--- config.mk ---
export PLATFORM = sky130hd
export DESIGN_NAME = pipelined_rca_adder
export DESIGN_NICKNAME = d
export VERILOG_FILES = /design/src/rtl/adder_pkg.sv /design/src/rtl/rca_segment.sv /design/src/rtl/pipelined_rca_adder.sv
export SDC_FILE = /design/constraint.sdc
export NUM_CORES = 1
export LEC_CHECK = 0
export CAP_MARGIN = 30
export CORE_UTILIZATION = 50
export DETAILED_ROUTE_END_ITERATION = 7
export PLACE_DENSITY = 0.74
export SLEW_MARGIN = 20
export SYNTH_ARGS = -nofsm -noshare
export SYNTH_HDL_FRONTEND = slang
export SYNTH_HIERARCHICAL = 1
export SYNTH_SLANG_ARGS = --single-unit
export TNS_END_PERCENT = 100
--- constraint.sdc ---
create_clock -name clk -period 12.28 [get_ports clk]
set_clock_uncertainty 0.2 [all_clocks]
set_input_delay 1.228 -clock clk [delete_from_list [all_inputs] [get_ports clk]]
set_output_delay 1.228 -clock clk [all_outputs]
set_load 0.02 [all_outputs]
--- src/rtl/adder_pkg.sv ---
// Shared constants for the pipelined ripple-carry adder.
//   DEF_WIDTH  : default operand/sum width
//   DEF_STAGES : default pipeline depth
//   OP_ADD/SUB : encoding of the 'sub' mode input
package adder_pkg;
    localparam int   DEF_WIDTH  = 32;
    localparam int   DEF_STAGES = 4;
    localparam logic OP_ADD     = 1'b0;
    localparam logic OP_SUB     = 1'b1;
endpackage

--- src/rtl/rca_segment.sv ---
// Combinational SEG-bit ripple-carry adder built from per-bit full adders.
//   a, b : segment operands
//   cin  : carry into bit 0
//   sum  : segment sum
//   cout : carry out of the top bit
module rca_segment #(
    parameter int SEG = 8
) (
    input  logic [SEG-1:0] a,
    input  logic [SEG-1:0] b,
    input  logic           cin,
    output logic [SEG-1:0] sum,
    output logic           cout
);
    logic [SEG:0] c;

    assign c[0] = cin;

    for (genvar i = 0; i < SEG; i++) begin : g_bit
        assign sum[i]   = a[i] ^ b[i] ^ c[i];
        assign c[i+1]   = (a[i] & b[i]) | (c[i] & (a[i] ^ b[i]));
    end

    assign cout = c[SEG];
endmodule

--- src/rtl/pipelined_rca_adder.sv ---
// Pipelined ripple-carry adder/subtractor. Stage k adds operand bits
// [k*SEG +: SEG] using the carry registered by stage k-1; operands and the
// partial sum travel alongside in skew registers. Global stall: every
// register advances only when the output slot is free or being consumed.
//   clk, rst            : clock, synchronous active-high reset
//   in_valid/in_ready   : input handshake (in_ready = advance enable)
//   a, b, cin, sub      : operands, carry-in (add only), mode (1 = a - b)
//   out_valid/out_ready : output handshake
//   sum_r, cout_r, ovf_r: registered sum, carry-out, signed overflow
module pipelined_rca_adder
    import adder_pkg::*;
#(
    parameter int WIDTH  = DEF_WIDTH,
    parameter int STAGES = DEF_STAGES
) (
    input  logic             clk,
    input  logic             rst,
    input  logic             in_valid,
    output logic             in_ready,
    input  logic [WIDTH-1:0] a,
    input  logic [WIDTH-1:0] b,
    input  logic             cin,
    input  logic             sub,
    output logic             out_valid,
    input  logic             out_ready,
    output logic [WIDTH-1:0] sum_r,
    output logic             cout_r,
    output logic             ovf_r
);
    localparam int SEG = WIDTH / STAGES;

    logic             en;
    logic             accept;
    logic [WIDTH-1:0] b_eff;
    logic             cin_eff;

    // Register row k holds the state after stage k has added its segment.
    logic [STAGES-1:0]            vld_pipe;
    logic [STAGES-1:0][WIDTH-1:0] a_q, b_q, s_q;
    logic [STAGES-1:0]            c_q;
    logic                         ovf_q;

    // Combinational view of each stage: inputs and freshly computed values.
    logic [STAGES-1:0][WIDTH-1:0] st_a, st_b, st_s, nxt_s;
    logic [STAGES-1:0]            st_c, nxt_c;
    logic                         ovf_nxt;

    assign en       = !out_valid || out_ready;
    assign in_ready = en;
    assign accept   = in_valid && en;

    // Subtraction is a + ~b + 1; the caller's cin only matters for add.
    assign b_eff   = (sub == OP_SUB) ? ~b : b;
    assign cin_eff = (sub == OP_SUB) ? 1'b1 : cin;

    for (genvar k = 0; k < STAGES; k++) begin : g_stage
        logic [SEG-1:0] seg_sum;

        if (k == 0) begin : g_first
            assign st_a[k] = a;
            assign st_b[k] = b_eff;
            assign st_s[k] = '0;
            assign st_c[k] = cin_eff;
        end else begin : g_rest
            assign st_a[k] = a_q[k-1];
            assign st_b[k] = b_q[k-1];
            assign st_s[k] = s_q[k-1];
            assign st_c[k] = c_q[k-1];
        end

        rca_segment #(.SEG(SEG)) u_seg (
            .a    (st_a[k][k*SEG +: SEG]),
            .b    (st_b[k][k*SEG +: SEG]),
            .cin  (st_c[k]),
            .sum  (seg_sum),
            .cout (nxt_c[k])
        );

        // Bits of segment k in the partial sum are still zero here, so an OR
        // is enough to merge the new segment in.
        assign nxt_s[k] = st_s[k] | (WIDTH'(seg_sum) << (k * SEG));
    end

    assign ovf_nxt = (st_a[STAGES-1][WIDTH-1] == st_b[STAGES-1][WIDTH-1]) &&
                     (nxt_s[STAGES-1][WIDTH-1] != st_a[STAGES-1][WIDTH-1]);

    always_ff @(posedge clk) begin
        if (rst) begin
            vld_pipe <= '0;
            a_q      <= '0;
            b_q      <= '0;
            s_q      <= '0;
            c_q      <= '0;
            ovf_q    <= 1'b0;
        end else if (en) begin
            vld_pipe[0] <= accept;
            for (int k = 1; k < STAGES; k++) vld_pipe[k] <= vld_pipe[k-1];
            for (int k = 0; k < STAGES; k++) begin
                a_q[k] <= st_a[k];
                b_q[k] <= st_b[k];
                s_q[k] <= nxt_s[k];
                c_q[k] <= nxt_c[k];
            end
            ovf_q <= ovf_nxt;
        end
    end

    assign out_valid = vld_pipe[STAGES-1];
    assign sum_r     = s_q[STAGES-1];
    assign cout_r    = c_q[STAGES-1];
    assign ovf_r     = ovf_q;

    // Operand skew of the last row has no consumer downstream.
    logic unused;
    assign unused = ^{a_q[STAGES-1], b_q[STAGES-1]};
endmodule

# After elaboration in Yosys (flattened, before gate mapping)
# Index checks and enable logic that the tools add are counted.
[classes] eq_ne=2 n_reduce_logical=4 bitwise_logic=164 n_mux=2
[ops] cell="$and 1x1->1" n=64
[ops] cell="$xor 1x1->1" n=64
[ops] cell="$mux 32" n=1
[ops] cell="$not 32->32" n=1
[ops] cell="$or 1x1->1" n=32
[ops] cell="$or 32x24->32" n=1
[ops] cell="$or 32x32->32" n=1
[ops] cell="$or 8x16->16" n=1
[ops] cell="$logic_and 1x1->1" n=2
[ops] cell="$eq 1x1->1" n=1
[ops] cell="$logic_not 1->1" n=1
[ops] cell="$logic_or 1x1->1" n=1
[ops] cell="$mux 1" n=1
[ops] cell="$ne 1x1->1" n=1
[word_totals] regBits=305 word_cells=185 in_bits=70

# Longest topological paths before layout
[logic_depth] ltp_word=19 depth_mapped=17 ltp_nobuf=15

# Modules after synthesis
# Netlist, hierarchy kept.
[by_module_without_submodules] module="pipelined_rca_adder" area_per_inst_um2=6867.8 instances=1 cells_per_inst=817 seq_area_each_um2=3703.6
[by_module_without_submodules] module="rca_segment" area_per_inst_um2=197.7 instances=4 cells_per_inst=18 seq_area_each_um2=0.0

# Worst setup path after synthesis
# No wires, ideal clock.
[synth_timing] kind="input port to flip-flop" startpoint="in sub" endpoint="reg s_q[7] in the netlist's numbering" setup_ns=0.070 n_path_buf=2 slack_ns=7.035 path_stages=17 t_arrival_ns=4.975 path_cell_list="buf_4 > buf_4 > or2_2 > fa_1 > inv_1 > fa_1 > inv_1 > fa_1 > fa_1 > fa_1 > fa_1 > fa_1 > inv_1 > fa_1 > inv_1 > nand2_1 > a21oi_1"
[synth_via] word_cells_on_any_way=32 cone_classes="mux (2); bitwise (30)"
[synth_lines] item="start, declared" line_no="pipelined_rca_adder.sv:23" text="input logic sub,"
[synth_lines] item="$mux 1" line_no="pipelined_rca_adder.sv:54" text="assign cin_eff = (sub == OP_SUB) ? 1'b1 : cin;"
[synth_lines] item="via cin_eff" line_no="pipelined_rca_adder.sv:35" text="logic cin_eff;"
[synth_lines] item="$and 1x1->1" line_no="rca_segment.sv:21" text="assign c[i+1] = (a[i] & b[i]) | (c[i] & (a[i] ^ b[i]));"
[synth_lines] item="$or 1x1->1" line_no="rca_segment.sv:21"
[synth_lines] item="$and 1x1->1" line_no="rca_segment.sv:21"
[synth_lines] item="$or 1x1->1" line_no="rca_segment.sv:21"
[synth_lines] item="$and 1x1->1" line_no="rca_segment.sv:21"
[synth_lines] item="$or 1x1->1" line_no="rca_segment.sv:21"
[synth_lines] item="[... 2 more ...]"
[synth_lines] item="$and 1x1->1" line_no="rca_segment.sv:21"
[synth_lines] item="$or 1x1->1" line_no="rca_segment.sv:21"
[synth_lines] item="$and 1x1->1" line_no="rca_segment.sv:21"
[synth_lines] item="$or 1x1->1" line_no="rca_segment.sv:21"
[synth_lines] item="$and 1x1->1" line_no="rca_segment.sv:21"
[synth_lines] item="$or 1x1->1" line_no="rca_segment.sv:21"
[synth_lines] item="$xor 1x1->1" line_no="rca_segment.sv:20" text="assign sum[i] = a[i] ^ b[i] ^ c[i];"
[synth_lines] item="via g_stage[0].seg_sum[7]" line_no="pipelined_rca_adder.sv:57" text="logic [SEG-1:0] seg_sum;"
[synth_lines] item="end signal, assigned by index" line_no="pipelined_rca_adder.sv:101" text="s_q[k] <= nxt_s[k];"
[synth_lines] item="end, declared" line_no="pipelined_rca_adder.sv:39" text="logic [STAGES-1:0][WIDTH-1:0] a_q, b_q, s_q;"
# The timed path passes the listed nets, and every way through them passes these cells.
# A chain may end at the register's enable or synchronous reset.

# Final worst setup path
[layout_timing] startpoint="in sub" endpoint="reg s_q[7] in the netlist's numbering"
[layout_via] elab_chain_cells=17 word_cells_on_any_way=32 cone_classes="mux (2); bitwise (30)"
[layout_lines] item="$mux 32 *" line_no="pipelined_rca_adder.sv:53" text="assign b_eff = (sub == OP_SUB) ? ~b : b;"
[layout_lines] item="via b_eff[0]" line_no="pipelined_rca_adder.sv:34" text="logic [WIDTH-1:0] b_eff;"
[layout_lines] item="$xor 1x1->1" line_no="rca_segment.sv:21"
[layout_lines] item="$and 1x1->1" line_no="rca_segment.sv:21"
[layout_lines] item="$or 1x1->1 *" line_no="rca_segment.sv:21"
[layout_lines] item="$and 1x1->1 *" line_no="rca_segment.sv:21"
[layout_lines] item="$or 1x1->1 *" line_no="rca_segment.sv:21"
[layout_lines] item="$and 1x1->1 *" line_no="rca_segment.sv:21"
[layout_lines] item="[... 3 more ...]"
[layout_lines] item="$and 1x1->1 *" line_no="rca_segment.sv:21"
[layout_lines] item="$or 1x1->1 *" line_no="rca_segment.sv:21"
[layout_lines] item="$and 1x1->1 *" line_no="rca_segment.sv:21"
[layout_lines] item="$or 1x1->1 *" line_no="rca_segment.sv:21"
[layout_lines] item="$and 1x1->1 *" line_no="rca_segment.sv:21"
[layout_lines] item="$or 1x1->1 *" line_no="rca_segment.sv:21"
[layout_lines] item="$xor 1x1->1 *" line_no="rca_segment.sv:20"
[layout_lines] item="via g_stage[0].seg_sum[7]" line_no="pipelined_rca_adder.sv:57"
# Mark *: on every way through the listed nets, which the timed path passes. The rest lies on a longest branch.

==> results.py <==
metrics = {
    "run_status": {
        "status": "completed",
    },
    "route": {
        "wirelength_um": 14860,
        "wire_per_inst_um": 12.92,
        "drtIter0Drc": 467,
        "drt-pass1-iter-count": 5,
        "drc": 0,
        "viasPerCell": 4.905,
        "dr_wl_met3_um": 833,
        "wl_met2_um": 6441,
        "drt-met1-wl_um": 7450,
        "top_layer_used": "met4",
        "antenna_left": 0,
        "dr_total_vias": 5641,
    },
    "floorplan": {
        "die_w_um": 125.8,
        "num_rows": 44,
        "start_util_pct": 51.91,
        "fp.dieH_um": 125.8,
        "core_mm2": 0.01475,
        "die-area_mm2": 0.01582,
        "io_pins": 106,
    },
    "grt": {
        "grt_pass1_wl_um": 24800,
        "overflow": 0,
        "grt_max_degree": 100,
        "grt_use_total_pct": 19.50,
        "grt_pass1_vias": 5118,
        "antenna_found_initial": 0,
    },
    "setup_path": {
        "startpoint": "sub",
        "crit_type": "in2reg",
        "worstSetupEndpointType": "flop",
        "worstPathArrival_ns": 5.56,
        "worst_setup_path_start_kind": "input pin",
        "required_ns": 12.42,
        "cp_max_fo": 33,
        "rr_startpoint": "a_q[88]",
    },
    "timing": {
        "fin_hold_ws_ns": 0.2488,
        "setup_viol": 0,
        "slew_headroom_pct": 40.35,
        "period_share_pct": 44.10,
        "worst_slew_pin_slew_ns": 0.8948,
        "min_period_ns": 5.416,
        "final-hold-violation-count": 0,
        "fmax_mhz": 184.6,
        "grt_setup_unrepaired": "false",
        "slew_violations": 0,
        "finalSetupTns_ns": 0,
    },
    "yosys": {
        "synth_top_cell_by_area": "dfxtp_1",
        "synth_most_common_cell": "nand2_1",
        "seq_area_frac_synth_pct": 48.36,
        "synthArstFlopShare_pct": 0,
        "yosysWarnings": 6,
        "ys_types": 21,
        "ys.flop_type": "dfxtp_1",
        "synth_area_mm2": 0.007659,
        "syn-instance-count": 889,
        "synth_compound_area_share_pct": 14.51,
        "synth_top_area_share_pct": 48.36,
        "syn-num-nets": 991,
        "synthAdderAreaFrac_pct": 8.365,
        "syn_avg_cell_area_um2": 8.615,
        "muxShareOfSynthArea_pct": 0,
        "synth_xor_area_share_pct": 3.660,
        "synth_edf_count": 0,
        "synthSimpleGateAreaFrac_pct": 17.38,
        "synth_common_cells": "nand2_1, dfxtp_1, a21oi_1, inv_1, fa_1",
        "synth_seq_cells": 185,
        "synth_top_family_by_area": "simple AND/OR/NAND/NOR gates",
        "ys_top_cells_by_area": "dfxtp_1, nand2_1, a21oi_1",
    },
    "placement": {
        "port_buffers": 105,
        "place_congestion": 0.7967,
        "hpwl_um": 9383,
    },
    "cells_and_area": {
        "finalNetCount": 1055,
        "area_delta_synth_final_pct": 19.77,
        "drive_above_1_share_pct": 7.039,
        "antenna_cells": 0,
    },
    "cts": {
        "cts_tree": "done",
        "numCtsBuffers": 17,
        "cts_root_buffer": "clkbuf_16",
        "hold_buffers": 0,
        "htreeDepth": 4,
        "clock_sinks": 185,
        "clock_latency_ns": 0.42,
        "postCtsSetupRepairBufs": 0,
        "ctsResizeCount": 0,
        "clk_pin_slew_ns": 0.07,
        "cts.path.max_buffers": 2,
    },
    "hold_path": {
        "worstHoldStart": "vld_pipe[1]",
        "hp-class": "reg2reg",
    },
    "flow_run": {
        "cap_violations": 0,
    },
    "pwr": {
        "ir_drop_mv": 0.1172,
        "leakagePower_nw": 3.551,
        "p_per_area_mw_per_mm2": 148.7,
    },
}
[area by class of cell]
class / instances / area (um^2)
clock buffer: 19 / 442.9
multi-input combinational: 597 / 3363
fill: 1290 / 5582
tap: 184 / 230.2
timing repair buffer: 111 / 1105
sequential: 185 / 3704
clock inverter: 13 / 168.9
inverter: 41 / 158.9
[worst max-delay path, cell delays in order]
cell,delay (ns)
buf_2,0.68
xor2_1,0.19
fa_1,0.44
inv_1,0.08
fa_1,0.16
inv_1,0.05
fa_1,0.40
fa_1,0.41
fa_1,0.40
fa_1,0.39
fa_1,0.36
inv_1,0.08
fa_1,0.41
inv_1,0.06
nand2_1,0.04
a21oi_1,0.15
[routing by layer]
metal	global-route usage, %	up-vias
li1	-	2932
met1	29.12	2540
met2	27.88	158
met3	4.758	11
met4	5.457	0
met5	0	-
[through the flow]
step | power, mW | area [um^2] | util [%] | worst slack, ns | instances
6_report | 1.364 | 9173 | 62.17 | 6.864 | 1150
3_3_place_gp | 0.8123 | 8541 | 57.89 | 6.599 | 1117
4_1_cts | 1.375 | 9153 | 62.03 | 6.891 | 1149
2_1_floorplan | 0.7614 | 7659 | - | 7.035 | 889
3_5_place_dp | 0.8165 | 8541 | 57.89 | 6.462 | 1117
5_1_grt | 1.420 | 9173 | 62.17 | 6.646 | 1150
[registers in the layout, indices dropped and copies added, names as in the netlist]
signal / count
c_q: 4
s_q: 48
b_q: 48
vld_pipe: 4
a_q: 48
ovf_r: 1
sum_r: 32
[placed cells by master (no fill, tap or decap), types with 5 or more instances in the layout]
master             n
clkdlybuf4s50_1  103
buf_4              5
xor2_1             8
a21oi_1          159
clkbuf_16         17
nand2_1          318
a211oi_2          24
xnor2_1           24
fa_1              32
inv_1             40
nor2_1            27
dfxtp_1          185
[cell families after synthesis]
family,Yosys count
AOI/OAI and AO/OA,184
xor gates and xnor gates,32
adders and majority gates,32
buffers and inverters,107
DFF,185
and+or+nand+nor,349
[final timing paths]
check	to	slack [ns]	depth (start not counted)
worst max-delay path	s_q[7]	6.86	16
worst min-delay path	vld_pipe[1]	0.25	2
worst max register to register	ovf_r	7.73	14
worst min register to register	vld_pipe[1]	0.25	2
[power breakdown]
| part | leakage (nW) | internal, mW | switching (mW) |
|---|---|---|---|
| logic | 1.74 | 0.0697 | 0.0720 |
| registers | 1.52 | 0.640 | 0.0225 |
| clock network | 0.292 | 0.328 | 0.231 |
Power figures use the tool's default switching activity.
